<file path="config.mk">
export PLATFORM = sky130hd
export DESIGN_NAME = ws2812_write_sched
export DESIGN_NICKNAME = d
export VERILOG_FILES = /design/src/rtl/ws2812_pkg.sv /design/src/rtl/ws2812_write_sched_arb.sv /design/src/rtl/ws2812_write_sched.sv
export SDC_FILE = /design/constraint.sdc
export NUM_CORES = 1
export LEC_CHECK = 0
export BUFFER_PORTS_ARGS = -buffer_cell sky130_fd_sc_hd__buf_2
export CAP_MARGIN = 20
export CORE_MARGIN = 2
export CORE_UTILIZATION = 55
export CTS_CLUSTER_DIAMETER = 150
export CTS_CLUSTER_SIZE = 10
export DETAILED_ROUTE_END_ITERATION = 10
export PLACE_DENSITY = 0.85
export SKIP_LAST_GASP = 1
export SLEW_MARGIN = 15
export SYNTH_ARGS = -nofsm -noshare
export SYNTH_HDL_FRONTEND = slang
export SYNTH_SLANG_ARGS = --single-unit
</file>
<file path="constraint.sdc">
create_clock -name CLK -period 6.1 [get_ports CLK]
set_input_delay 0.915 -clock CLK [delete_from_list [all_inputs] [get_ports CLK]]
set_output_delay 0.915 -clock CLK [all_outputs]
set_load 0.03 [all_outputs]
</file>
<file path="src/rtl/ws2812_pkg.sv">
// Shared types and constants for the ws2812 pixel-write scheduler.
package ws2812_pkg;

    // Width of one GRB-packed pixel colour word.
    localparam int RGB_W = 24;

    // Scheduler top-level states.
    typedef enum logic {
        IDLE = 1'b0,
        FILL = 1'b1
    } state_t;

    // Requester identities. The bit value matches the requester's position in
    // the arbiter request/grant vectors.
    typedef enum logic {
        REQ_A = 1'b0,
        REQ_B = 1'b1
    } req_id_t;

    // Common colours, GRB-packed: green in [23:16], red in [15:8], blue in [7:0].
    localparam logic [RGB_W-1:0] COLOUR_OFF   = 24'h000000;
    localparam logic [RGB_W-1:0] COLOUR_GREEN = 24'hff0000;
    localparam logic [RGB_W-1:0] COLOUR_RED   = 24'h00ff00;
    localparam logic [RGB_W-1:0] COLOUR_BLUE  = 24'h0000ff;
    localparam logic [RGB_W-1:0] COLOUR_WHITE = 24'hffffff;

    // Packs separate R/G/B bytes into the GRB order the ws2812 core expects.
    function automatic logic [RGB_W-1:0] grb_pack(
        input logic [7:0] r,
        input logic [7:0] g,
        input logic [7:0] b
    );
        return {g, r, b};
    endfunction

endpackage

</file>
<file path="src/rtl/ws2812_write_sched_arb.sv">
// Two-way round-robin arbiter. Grant is combinational from req/enable and the
// registered last-winner pointer; the pointer only moves when a grant is issued.
import ws2812_pkg::*;

module rr_arb2 (
    input  logic       CLK,
    input  logic       reset,
    input  logic [1:0] req,
    input  logic       enable,
    output logic [1:0] grant,
    output logic       last
);

    // Last requester that won (REQ_A = 0, REQ_B = 1).
    logic last_reg;

    // A requester wins if it asks and either the other one is quiet or the
    // other one won last time.
    genvar gi;
    generate
        for (gi = 0; gi < 2; gi++) begin : g_grant
            assign grant[gi] = enable && req[gi] &&
                               (!req[1-gi] || (last_reg != 1'(gi)));
        end
    endgenerate

    assign last = last_reg;

    // Track the most recent winner; reset points at B so A wins the first tie.
    always_ff @(posedge CLK or posedge reset) begin
        if (reset) begin
            last_reg <= REQ_B;
        end else if (|grant) begin
            last_reg <= grant[1] ? REQ_B : REQ_A;
        end
    end

endmodule

</file>
<file path="src/rtl/ws2812_write_sched.sv">
// Write scheduler for the ws2812 pixel-write port. Arbitrates two requesters
// round-robin and runs a FILL sequence that paints every LED one colour.
// Every output comes straight from a register.
import ws2812_pkg::*;

module ws2812_write_sched #(
    parameter int NUM_LEDS = 8,
    parameter int LED_W    = 8
) (
    input  logic             CLK,
    input  logic             reset,
    input  logic             a_req,
    input  logic [LED_W-1:0] a_led,
    input  logic [23:0]      a_rgb,
    output logic             a_ack,
    input  logic             b_req,
    input  logic [LED_W-1:0] b_led,
    input  logic [23:0]      b_rgb,
    output logic             b_ack,
    input  logic             fill_req,
    input  logic [23:0]      fill_rgb,
    output logic             fill_busy,
    output logic             wr_en,
    output logic [LED_W-1:0] wr_led,
    output logic [23:0]      wr_rgb,
    output logic             err
);

    // Counter is one bit wider than the index so NUM_LEDS=256 is representable.
    localparam logic [LED_W:0] NUM_LEDS_C = (LED_W+1)'(NUM_LEDS);
    localparam logic [LED_W:0] LAST_IDX   = NUM_LEDS_C - (LED_W+1)'(1);

    state_t           state_reg;
    logic [LED_W:0]   cnt_reg;
    logic [RGB_W-1:0] fill_rgb_reg;

    logic             a_ack_reg;
    logic             b_ack_reg;
    logic             fill_busy_reg;
    logic             wr_en_reg;
    logic [LED_W-1:0] wr_led_reg;
    logic [RGB_W-1:0] wr_rgb_reg;
    logic             err_reg;

    // Accepted request waiting one cycle to be issued on the write port.
    logic             pend_valid_reg;
    logic             pend_bad_reg;
    logic [LED_W-1:0] pend_led_reg;
    logic [RGB_W-1:0] pend_rgb_reg;

    logic [1:0]       req_raw;
    logic [1:0]       ack_vec;
    logic [1:0]       req_masked;
    logic [1:0]       grant;
    logic             arb_enable;
    logic             arb_last;
    logic [LED_W-1:0] sel_led;
    logic [RGB_W-1:0] sel_rgb;

    assign req_raw = {b_req, a_req};
    assign ack_vec = {b_ack_reg, a_ack_reg};

    // A requester still sees its own ack this cycle and has not had a chance
    // to drop req yet, so mask it out to avoid accepting the same write twice.
    genvar gi;
    generate
        for (gi = 0; gi < 2; gi++) begin : g_mask
            assign req_masked[gi] = req_raw[gi] & ~ack_vec[gi];
        end
    endgenerate

    // Requests are only served in IDLE, and a fill strobe takes precedence.
    assign arb_enable = (state_reg == IDLE) && !fill_req;

    rr_arb2 u_arb (
        .CLK    (CLK),
        .reset  (reset),
        .req    (req_masked),
        .enable (arb_enable),
        .grant  (grant),
        .last   (arb_last)
    );

    // Data of whichever requester the arbiter picked this cycle.
    assign sel_led = grant[1] ? b_led : a_led;
    assign sel_rgb = grant[1] ? b_rgb : a_rgb;

    // Scheduler FSM, fill counter, request pipeline and all output registers.
    always_ff @(posedge CLK or posedge reset) begin
        if (reset) begin
            state_reg      <= IDLE;
            cnt_reg        <= '0;
            fill_rgb_reg   <= COLOUR_OFF;
            a_ack_reg      <= 1'b0;
            b_ack_reg      <= 1'b0;
            fill_busy_reg  <= 1'b0;
            wr_en_reg      <= 1'b0;
            wr_led_reg     <= '0;
            wr_rgb_reg     <= COLOUR_OFF;
            err_reg        <= 1'b0;
            pend_valid_reg <= 1'b0;
            pend_bad_reg   <= 1'b0;
            pend_led_reg   <= '0;
            pend_rgb_reg   <= COLOUR_OFF;
        end else begin
            // Pulse outputs default low; wr_led/wr_rgb hold.
            a_ack_reg      <= 1'b0;
            b_ack_reg      <= 1'b0;
            wr_en_reg      <= 1'b0;
            err_reg        <= 1'b0;
            pend_valid_reg <= 1'b0;

            // Issue the request accepted last cycle. A fill cannot be writing
            // now, since it only starts the cycle after the strobe is taken.
            if (pend_valid_reg) begin
                if (pend_bad_reg) begin
                    err_reg <= 1'b1;
                end else begin
                    wr_en_reg  <= 1'b1;
                    wr_led_reg <= pend_led_reg;
                    wr_rgb_reg <= pend_rgb_reg;
                end
            end

            case (state_reg)
                IDLE: begin
                    if (fill_req) begin
                        fill_rgb_reg  <= fill_rgb;
                        cnt_reg       <= '0;
                        fill_busy_reg <= 1'b1;
                        state_reg     <= FILL;
                    end else if (|grant) begin
                        a_ack_reg      <= grant[0];
                        b_ack_reg      <= grant[1];
                        pend_valid_reg <= 1'b1;
                        pend_led_reg   <= sel_led;
                        pend_rgb_reg   <= sel_rgb;
                        pend_bad_reg   <= ({1'b0, sel_led} >= NUM_LEDS_C);
                    end
                end
                FILL: begin
                    // One pixel per cycle; fill_req is ignored while here.
                    wr_en_reg  <= 1'b1;
                    wr_led_reg <= cnt_reg[LED_W-1:0];
                    wr_rgb_reg <= fill_rgb_reg;
                    cnt_reg    <= cnt_reg + (LED_W+1)'(1);
                    if (cnt_reg == LAST_IDX) begin
                        fill_busy_reg <= 1'b0;
                        state_reg     <= IDLE;
                    end
                end
                default: begin
                    state_reg <= IDLE;
                end
            endcase
        end
    end

    assign a_ack     = a_ack_reg;
    assign b_ack     = b_ack_reg;
    assign fill_busy = fill_busy_reg;
    assign wr_en     = wr_en_reg;
    assign wr_led    = wr_led_reg;
    assign wr_rgb    = wr_rgb_reg;
    assign err       = err_reg;

endmodule

</file>
==> impl_metrics.yaml <==
run_status:
  status: "finished clean"
layout:
  post-route-util: 0.674
  mostFrequentLayoutCell: "nand2_1"
  layout.nets: 668
  final_cell_mix: "145 x nand2_1, 129 x buf_2, 104 x dfrtp_1"
  area.growth.synth_to_final_pct: 19.9
  drive_gt1_frac: 0.271
  antenna_cells: 0
clock_network:
  ctsResizeCount: 0
  cts_max_level: 3
  clkSinkCount: 106
  cts_made_buffers: 9
  clockBufferDepth: 2
  path_clk_slew_ps: 100
  postCtsSetupBuffers: 0
  cts_root_buf: "clkbuf_8"
  cts_tree: "built"
  clk_latency_ps: 350
  ctsHoldBuffers: 0
grt:
  antenna_found_initial: 0
  grt_max_degree: 70
  first_global_vias: 3469
  grt-ovfl-total: 0
  grt_pass1_wl_mm: 15.8
  grt.total_usage: 0.226
route:
  drc: 0
  vias: 3593
  first_iter_violations: 190
  drt-pass1-iter-count: 4
  ant_nets: 0
  drt_wl_total_mm: 9.89
  viasPerCell: 5.25
  wire_per_inst_um: 14.5
sta:
  tightest_slew_ps: 1060
  min_period_ps: 2760
  clock_skew_ps: 12.1
  relSlewSlack: 0.294
  finalSetupTns_ps: 0
  drv_slew: 0
  fmaxAchievable_ghz: 0.362
  hold_violations: 0
  setup_violations: 0
  rsz0062_at_grt: "no"
  post-route-period-util: 0.452
floorplan:
  die_w_um: 95.4
  die_y_um: 95.4
  start_util: 0.562
  fp.coreArea_um2: 8180
  dieArea_um2: 9110
  pin_count: 130
  fp-row-count: 33
placed_design:
  io_buffers: 129
  dpl.hpwl_mm: 6.79
  gp_congestion: 0.773
yosys:
  syn-num-nets: 551
  ys_ff_latch: 106
  synthDistinctLibCells: 30
  synth_top_family_by_area: "simple AND/OR/NAND/NOR gates"
  synth_xor_area_frac: 0.00190
  syn_area_per_cell_um2: 10.1
  synthCells: 457
  synth.area.mux_share: 0.141
  yosysWarnings: 0
  synth_compound_area_frac: 0.0933
  synthSimpleGateAreaFrac: 0.149
  netlist_area_um2: 4600
  seq_area_frac_synth: 0.577
  synth-adder-area-share: 0.00272
worst_hold_path:
  min_path_type: "register to register"
setup_path:
  worstPathArrival_ps: 2990
  cp_data_required_time_ps: 6330
  endpoint_kind: "register"
  worst_setup_path_start_kind: "register"
  crit_type: "register to register"
  critPathMaxFanout: 69
pwr:
  ir_drop_mv: 0.219
  pwr_density_cell_nw_per_um2: 437
  p_leak_nw: 3.24
run:
  drv_cap: 0
[metal layers]
| layer | vias up | routed length (um) | GRT usage | share of wire |
|---|---|---|---|---|
| met5 | - | 0 | 0 | 0 |
| met4 | 0 | 164 | 0.0857 | 0.017 |
| met3 | 12 | 519 | 0.0387 | 0.052 |
| met2 | 109 | 5040 | 0.387 | 0.51 |
| met1 | 1707 | 4170 | 0.289 | 0.42 |
| li1 | 1765 | - | - | - |
[per-stage QoR]
stage,setup slack [ps],std cells,power [mW],cell area [um2],hold slack (ps)
2_1_floorplan,2400,457,1.74,4600,446
3_3_place_gp,3370,665,1.97,5270,456
3_5_place_dp,3300,665,2.02,5270,462
4_1_cts,3350,681,2.42,5460,487
5_1_grt,3160,684,2.58,5510,511
6_report,3340,684,2.41,5510,485
[Yosys cell counts (all sizes together)]
cell    instances  share of area
a21boi          1         0.0016
a21o            2         0.0033
a21oi           1         0.0011
a31oi           2         0.0027
and2            2         0.0027
and3            3         0.0041
buf             7          0.013
clkbuf         21          0.017
dfrtp         105           0.57
dfstp           1         0.0057
ha              1         0.0027
inv             5         0.0041
mux2i          65           0.14
nand2         145           0.12
nand2b          1         0.0014
nand3           4         0.0044
nand4           2         0.0027
nor2            5         0.0041
nor2b           3         0.0041
nor3            2         0.0022
nor4            1         0.0014
o211ai          2         0.0033
o21ai          69          0.075
o22ai           1         0.0014
o31ai           3         0.0049
or4             1         0.0016
or4b            1         0.0022
xnor2           1         0.0019
[where the power goes]
group	internal [mW]	switching (mW)
Sequential	1.02	0.204
Combinational	0.286	0.501
Clock	0.164	0.237
[final timing paths]
path / slack [ps] / startpoint / depth (start not counted) / to
max: 3340 / state_reg / 4 / pend_rgb_reg[20]
min: 480 / fill_rgb_reg[23] / 2 / fill_rgb_reg[23]
max reg2reg: 3340 / state_reg / 4 / pend_rgb_reg[20]
min reg2reg: 480 / fill_rgb_reg[23] / 2 / fill_rgb_reg[23]
max in group asynchronous: 4330 / reset / 3 / state_reg
min in group asynchronous: 630 / reset / 2 / pend_rgb_reg[14]
[final cells by class]
| cell class | count | area (um2) |
|---|---|---|
| timing repair buffer | 134 | 714 |
| fill | 657 | 2660 |
| clock inverter | 6 | 48.8 |
| inverter | 5 | 21.3 |
| sequential | 106 | 2660 |
| clock buffer | 10 | 138 |
| tap | 105 | 131 |
| multi-input combinational | 318 | 1800 |
[critical path, stage by stage (launching register included)]
cell and delay (ps):
dfrtp_2 1080, or4b_1 290, a21o_2 810, mux2i_1 340, o21ai_1 100
[logic make-up (layout without fill, tap and decap cells)]
group | after synthesis | count (layout)
muxes | 65 | 65
AOI/OAI and AO/OA | 81 | 81
buffers and inverters | 33 | 155
xor gates and xnor gates | 1 | 1
DFF | 106 | 106
adders and majority gates | 1 | 1
and+or+nand+nor | 170 | 170
No activity file was read; power rests on OpenSTA's default activity.
